===== src/rtl/regfile_param.sv =====
// Parametrised 2-read / 1-write register file with optional zero register,
// optional write-to-read bypass and a per-register busy scoreboard that the
// issue logic uses to detect read-after-write hazards.
module regfile_param #(
    parameter int                DATA_W    = 16,
    parameter int                DEPTH     = 8,
    parameter int                ADDR_W    = 4,
    parameter int                ZERO_REG  = 0,
    parameter int                BYPASS    = 1,
    parameter logic [DATA_W-1:0] RESET_VAL = '0,
    localparam int               CNT_W     = $clog2(DEPTH + 1)
) (
    input  logic              clk,
    input  logic              rst,
    input  logic [ADDR_W-1:0] raddr1,
    input  logic [ADDR_W-1:0] raddr2,
    output logic [DATA_W-1:0] rdata1,
    output logic [DATA_W-1:0] rdata2,
    input  logic              wen,
    input  logic [ADDR_W-1:0] waddr,
    input  logic [DATA_W-1:0] wdata,
    input  logic              lock_en,
    input  logic [ADDR_W-1:0] lock_addr,
    output logic              busy1,
    output logic              busy2,
    output logic [CNT_W-1:0]  busy_cnt
);

    logic [DATA_W-1:0] r_mem [DEPTH];
    logic [DEPTH-1:0]  r_busy;
    logic [CNT_W-1:0]  r_busy_cnt;

    logic              w_wr_ok;
    logic              w_lk_ok;
    logic [DEPTH-1:0]  w_busy_nxt;
    logic [CNT_W-1:0]  w_busy_cnt_nxt;
    logic [DATA_W-1:0] w_rdata1;
    logic [DATA_W-1:0] w_rdata2;
    logic              w_busy1;
    logic              w_busy2;

    // A "live" address maps onto a real, writable register: in range and not
    // the hard-wired zero register. Everything else reads 0 / not busy and
    // swallows writes and locks, so out-of-range addresses never alias.
    function automatic logic f_live(input logic [ADDR_W-1:0] a);
        return (int'(a) < DEPTH) && !(ZERO_REG != 0 && a == '0);
    endfunction

    assign w_wr_ok = wen && f_live(waddr);
    assign w_lk_ok = lock_en && f_live(lock_addr);

    // Next busy vector: a retiring write clears, a new lock sets; lock wins.
    always_comb begin
        // NOTE: every combinational output gets a default first so no path leaves it unassigned (no latch).
        w_busy_nxt     = r_busy;
        w_busy_cnt_nxt = '0;
        for (int i = 0; i < DEPTH; i++) begin
            if (w_wr_ok && int'(waddr) == i)
                w_busy_nxt[i] = 1'b0;
            if (w_lk_ok && int'(lock_addr) == i)
                w_busy_nxt[i] = 1'b1;
        end
        for (int i = 0; i < DEPTH; i++)
            w_busy_cnt_nxt = w_busy_cnt_nxt + CNT_W'(w_busy_nxt[i]);
    end

    // Combinational read ports, with same-cycle bypass of the write data.
    always_comb begin
        w_rdata1 = '0;
        w_rdata2 = '0;
        w_busy1  = 1'b0;
        w_busy2  = 1'b0;
        for (int i = 0; i < DEPTH; i++) begin
            if (f_live(raddr1) && int'(raddr1) == i) begin
                w_rdata1 = r_mem[i];
                w_busy1  = r_busy[i];
            end
            if (f_live(raddr2) && int'(raddr2) == i) begin
                w_rdata2 = r_mem[i];
                w_busy2  = r_busy[i];
            end
        end
        // Busy flags deliberately ignore the bypass: they show registered state only.
        if (BYPASS != 0 && w_wr_ok && raddr1 == waddr)
            w_rdata1 = wdata;
        if (BYPASS != 0 && w_wr_ok && raddr2 == waddr)
            w_rdata2 = wdata;
    end

    // Storage, busy vector and busy count; reset has priority over write/lock.
    always_ff @(posedge clk) begin
        // NOTE: state is updated with <= so every register samples pre-edge values regardless of statement order.
        if (rst) begin
            // NOTE: the array is reset because a defined RESET_VAL is part of the interface; this keeps it in flops, not RAM.
            for (int i = 0; i < DEPTH; i++)
                r_mem[i] <= (ZERO_REG != 0 && i == 0) ? '0 : RESET_VAL;
            r_busy     <= '0;
            r_busy_cnt <= '0;
        end else begin
            for (int i = 0; i < DEPTH; i++)
                if (w_wr_ok && int'(waddr) == i)
                    r_mem[i] <= wdata;
            r_busy     <= w_busy_nxt;
            r_busy_cnt <= w_busy_cnt_nxt;
        end
    end

    assign rdata1   = w_rdata1;
    assign rdata2   = w_rdata2;
    assign busy1    = w_busy1;
    assign busy2    = w_busy2;
    assign busy_cnt = r_busy_cnt;

endmodule


===== config.mk =====
export PLATFORM = sky130hd
export DESIGN_NAME = regfile_param
export DESIGN_NICKNAME = d
export VERILOG_FILES = /design/src/rtl/regfile_param.sv
export SDC_FILE = /design/constraint.sdc
export NUM_CORES = 1
export LEC_CHECK = 0
export CORE_MARGIN = 5
export CORE_UTILIZATION = 35
export CTS_CLUSTER_DIAMETER = 150
export DETAILED_ROUTE_END_ITERATION = 7
export PLACE_DENSITY_LB_ADDON = 0.3
export SLEW_MARGIN = 20
export SYNTH_ARGS = -nofsm -noshare
export SYNTH_HDL_FRONTEND = slang
export SYNTH_SLANG_ARGS = --single-unit

===== constraint.sdc =====
create_clock -name clk -period 4.37 [get_ports clk]
set_input_delay 0.874 -clock clk [delete_from_list [all_inputs] [get_ports clk]]
set_output_delay 0.874 -clock clk [all_outputs]
set_load 0.05 [all_outputs]

# == Yosys cells after proc, flatten, opt, wreduce, memory -nomap -nowiden ==
# Memories as Yosys holds them, arrays and structs flattened.
# Cells that the tools add are included.
# totals
register_bits,12
mem_bits_rw,128
output_inout_bits,38
word_cells,176
mem_count,1
# classes
add_sub_neg,7
magnitude_cmp,4
eq_ne,30
muxes,84
bitwise_logic,8
reduce_logical,40
# mem_list
name,words,word_bits,rd,rd_clocked_by_memory_dff,wr,line_no,text
r_mem,8,16,8,0,8,29,logic [DATA_W-1:0] r_mem [DEPTH];
# op_table
operator,n
16-bit 2-to-1 mux,26
"4-bit equality test, second input constant",16
1-bit 2-to-1 mux,58
1-bit logical AND,36
"4-bit by 3-bit equality test with 1-bit output, second input constant",8
4-bit by 1-bit adder with 4-bit output,4
"4-bit by 2-bit equality test with 1-bit output, second input constant",4
4-bit logical NOT,4
"4-bit < comparator, second input constant",4
4-bit equality test,2
1-bit OR,8
3-bit by 1-bit adder with 4-bit output,1
2-bit by 1-bit adder with 3-bit output,1
1-bit by 1-bit adder with 2-bit output,1

# == Depth between registers and ports, before layout ==
# depth
ltp_word,12
mapped_depth,13

# == Worst setup path before layout ==
# Ideal clock, no wire load.
# synth_path
path_type,input -> register
from,input waddr[3]
to,"register r_busy_cnt[2], in the netlist busy_cnt[2]"
arrival_time_ns,3.981
required_time_ns,4.242
path_slack_ns,0.262
path_stages,13
n_path_buf,0
path_cell_list,nand2b_1 > nor2_1 > nand3_1 > a32oi_1 > fa_1 > fa_1 > fa_1 > inv_1 > ha_1 > inv_1 > fa_1 > xor2_1 > nor2_1
# synth_via
elab_chain_len,12
# synth_rtl
item,line_no,text
"start, declared",20,"input logic [ADDR_W-1:0] waddr,"
4-bit < comparator,46,return (int'(a) < DEPTH) && !(ZERO_REG != 0 && a == '0);
1-bit logical AND,49,assign w_wr_ok = wen && f_live(waddr);
1-bit logical AND,58,if (w_wr_ok && int'(waddr) == i)
1-bit 2-to-1 mux,58,
1-bit 2-to-1 mux,60,if (w_lk_ok && int'(lock_addr) == i)
1-bit by 1-bit adder with 2-bit output,64,w_busy_cnt_nxt = w_busy_cnt_nxt + CNT_W'(w_busy_nxt[i]);
2-bit by 1-bit adder with 3-bit output,64,
3-bit by 1-bit adder with 4-bit output,64,
4-bit by 1-bit adder with 4-bit output (3 in series),64,
4-bit by 1-bit adder with 4-bit output (*),64,
"end signal, assigned",104,r_busy_cnt <= w_busy_cnt_nxt;
"end, declared",31,logic [CNT_W-1:0] r_busy_cnt;
# Mark *: on every way between the ends. The rest lies on a longest branch, timed or not.
# A chain may end at the register's enable or synchronous reset.

# == Final worst setup path ==
# layout_path
from,input raddr1[0]
to,output rdata1[8]
# layout_via
elab_chain_len,11
# layout_rtl
item,line_no,text
"start, declared",15,"input logic [ADDR_W-1:0] raddr1,"
4-bit < comparator / 4-bit logical NOT (equally long branches),"46, 74",
1-bit logical AND,74,if (f_live(raddr1) && int'(raddr1) == i) begin
16-bit 2-to-1 mux (8 in series),74,
16-bit 2-to-1 mux (*),84,if (BYPASS != 0 && w_wr_ok && raddr1 == waddr)
"end, declared",17,"output logic [DATA_W-1:0] rdata1,"
# Marked as above.

==> results.md <==
- Status: completed
- Actual transition at the worst max-transition pin: 0.7402 ns
- Final cell count without fillers: 1277
- M2 GR Usage: 36.51%
- Yosys warnings: 0
- Primary flip-flop cell chosen by synthesis mapping: sky130_fd_sc_hd__edfxtp_1
- Boundary Pins: 74
- Worst hold stages: 2
- Routed wire length: about 28 mm
- Largest fanout on the critical path: 9
- Max Freq: 0.2450 GHz
- GR Overflow Total: 0
- Total routing usage reported by global routing: 21.15%
- Post-layout utilization of the core: 43.95%
- Count of flip-flops with a built-in enable after synthesis: roughly 130
- Clk_skew: 0.004524 ns
- Startpoint of the worst hold path: r_busy[6]
- Crit path top cell by count: sky130_fd_sc_hd__buf_4
- Number of H-tree levels: 4
- Kind of end point of the critical path: output port
- Area of the core: 23260 µm²
- Number of cells in the design after placement: 1245
- NumNets Final: about 1000
- Critical path buffer and inverter count: 4
- Clk pin slew, worst setup/hold paths: 0.06 ns
- Final period demand of the worst path: 4.082 ns
- Die outline area: 26620 µm²
- Number of standard cells after synthesis: around 850
- Final routed DRC violation total: 0
- Clock root buffer: sky130_fd_sc_hd__clkbuf_16
- Number of antenna repair diodes: 0
- Highest-count cells in the layout ignoring fill and taps: sky130_fd_sc_hd__nor2_1 (140), sky130_fd_sc_hd__edfxtp_1 (128), sky130_fd_sc_hd__nand2_1 (96), sky130_fd_sc_hd__buf_4 (83), sky130_fd_sc_hd__a21oi_1 (82)
- Final instance area: 10220 µm²
- Largest net degree at the start of global routing: 75
- Number of routed nets with antenna violations: 0
- Terminus of the critical flop-to-flop path: busy_cnt[2]
- Count of distinct cell types in the synthesized netlist: 52
- Pwr Density: 374.5 nW/µm²
- Class of the tightest hold or removal check: reg2reg
- Flop2flop setup slack: 1.34 ns
- Pre-CTS setup slack: -0.1132 ns
- Final-report setup violation count: 0
- Most common cell after layout, fill and taps aside: sky130_fd_sc_hd__nor2_1
- Max-slew violations: 0
- Post-synthesis to final-layout area growth: 24.52%
- Post-synth net total: 896
- Crit-path cells: clkdlybuf4s50_1 -> nor3b_1 -> buf_4 -> a21oi_1 -> o22ai_1 -> a22oi_1 -> o31ai_1 -> buf_4 -> buf_12
- Yosys reg bits: 140
- Average cell area after synthesis: roughly 9.6 µm²
- Initial Utilization: 35.29%
- Die height: 163.2 µm
- Vias in the first global route: 7261
- Share of post-route cells with drive strength above 1: 17.64%
- Crit path kind: in2out
- Fraction of met1 tracks used by global routing: 25.28%
- First-pass GRT wire length: between 40 and 50 mm
- Maximum resistive drop on vdd: 268.3 µV
- RSZ-0062 raised after global routing: no
- Gpl congestion: 0.9058
- Final-layout setup total negative slack: 0 ns
- # Post-CTS Setup Buffers: 0
- Mapped Area: between 8000 and 9000 µm²
- Gate family responsible for the most delay along the worst path: buffers and inverters
- Vias per cell: approximately 5.6
- Area post-placement: 9610 µm²
- Routed wire length per instance: around 22 µm
- Number of buffers added on ports: between 70 and 80
- Share of the yosys chip area belonging to registers: about half
- CTS Buf Count: 17
- Clock tree from TritonCTS: done
- Sinks on Clock Net: 140
- Max-cap check violation count: 0
- Worst Setup Slack, final: 0.2882 ns
- Worst stage delay on the critical path: between 0.6 and 0.7 ns
- CTS Hold Bufs: 0
- Hold EP: r_busy[6]
- Detailed-route via count: 7166
- Worst flop-to-flop path startpoint: r_busy[0]
- Max stage delay cell, worst path: sky130_fd_sc_hd__clkdlybuf4s50_1
- Filler cell count: 2229
- Count of cells along the worst register-to-register path: 10
- Met3 Track Usage GR: just under 4%
- Hold violation count in the final report: 0
- Worst-Skew Late Latency: roughly 0.42 ns
- Sort of element at the start of the critical path: input pin
- Leak pwr: 3.633 nW
- Number of buffers on the longest clock path: 2
- HPWL reported at the end of detailed placement: 18.86 mm
- Number of antenna violations at the first check in global routing: 0
- Number of gates given a new drive strength after cts: 0
- Synth async-reset ratio: 0%
- Floorplan row count: 56
- CP required: approximately 3.5 ns
- Share of the cycle needed by the critical path after routing: 93.40%
- Horizontal die dimension: 163.2 µm
- Detailed-routing iteration count for the pre-antenna-repair pass: 5
- Initial drt markers: 600
- Remaining max-slew budget at the tightest pin: 50.65%
- Signal arrival time at the worst endpoint: 3.21 ns
- Most used routing layer in global routing: met2
## cells in the mapped netlist, drive strengths merged, types with 21 or more instances
library cell	count	area (µm²)
nor2	143	544.3
edfxtp	128	3844
nand2	96	360.4
a21oi	82	410.4
buf	46	287.8
nand2b	44	275.3
o21ai	39	195.2
nor2b	34	212.7
nand3	31	160.1
inv	28	105.1
o31ai	27	257.8
o22ai	23	143.9
clkbuf	21	78.83
## final cells by class
| class | count | area (µm²) | share of cell area (%) |
|---|---|---|---|
| clock buffer | 17 | 425.4 | 4.161 |
| clock inverter | 15 | 187.7 | 1.836 |
| inverter | 28 | 105.1 | 1.028 |
| multi-input combinational | 618 | 3664 | 35.83 |
| sequential | 140 | 4084 | 39.95 |
| tap | 319 | 399.1 | 3.904 |
| timing repair buffer | 140 | 1359 | 13.29 |
## report_power, final
group | internal, mW | switching, mW
clock | 0.906 | 0.596
combinational | 0.276 | 0.454
sequential | 1.55 | 0.0457
## per-stage QoR
step | power, mW | hold slack [ns]
2_1_floorplan | 2.043 | 0.5109
3_3_place_gp | 2.340 | 0.6090
3_5_place_dp | 2.347 | 0.6098
4_1_cts | 3.835 | 0.6382
5_1_grt | 3.948 | 0.6875
6_report | 3.828 | 0.6344
## cells by family after synthesis
group	count (synthesis)	synth area share, %
compound gates	224	17.88
xor+xnor	7	0.7467
fa+ha+maj	7	1.433
buf+inv	95	5.745
flops	140	49.74
mux	14	3.536
simple gates	366	20.92
## flip-flops by register name, indices dropped and copies added, names as in the netlist
name,flops
r_busy,8
r_mem,128
busy_cnt,4
## routing by layer
layer / part of all wire (%) / vias up
met5: 0 / -
met3: 7.8 / 103
met2: 50 / 371
met1: 38 / 3441
li1: - / 3251
met4: 4.6 / 0
## worst register-to-register path, cell delays in order, from the launching register on
cell	delay, ns
sky130_fd_sc_hd__dfxtp_1	0.32
sky130_fd_sc_hd__a22oi_1	0.28
sky130_fd_sc_hd__fa_1	0.46
sky130_fd_sc_hd__fa_1	0.52
sky130_fd_sc_hd__fa_1	0.41
sky130_fd_sc_hd__inv_1	0.06
sky130_fd_sc_hd__ha_1	0.17
sky130_fd_sc_hd__inv_1	0.07
sky130_fd_sc_hd__fa_1	0.42
sky130_fd_sc_hd__xor2_1	0.14
sky130_fd_sc_hd__nor2_1	0.05
## worst max-delay path by stage
stage / start / endpoint / slack (ns) / cells after the start
6_report: raddr1[0] / rdata1[8] / 0.29 / 9
5_1_grt: waddr[3] / busy_cnt[2] / 0.11 / 15
4_1_cts: waddr[3] / busy_cnt[2] / 0.32 / 15
3_5_place_dp: waddr[3] / busy_cnt[2] / -0.11 / 15
3_3_place_gp: waddr[3] / busy_cnt[2] / -0.05 / 15
2_1_floorplan: waddr[3] / busy_cnt[2] / 0.26 / 13
No activity file was read; power rests on OpenSTA's default activity.
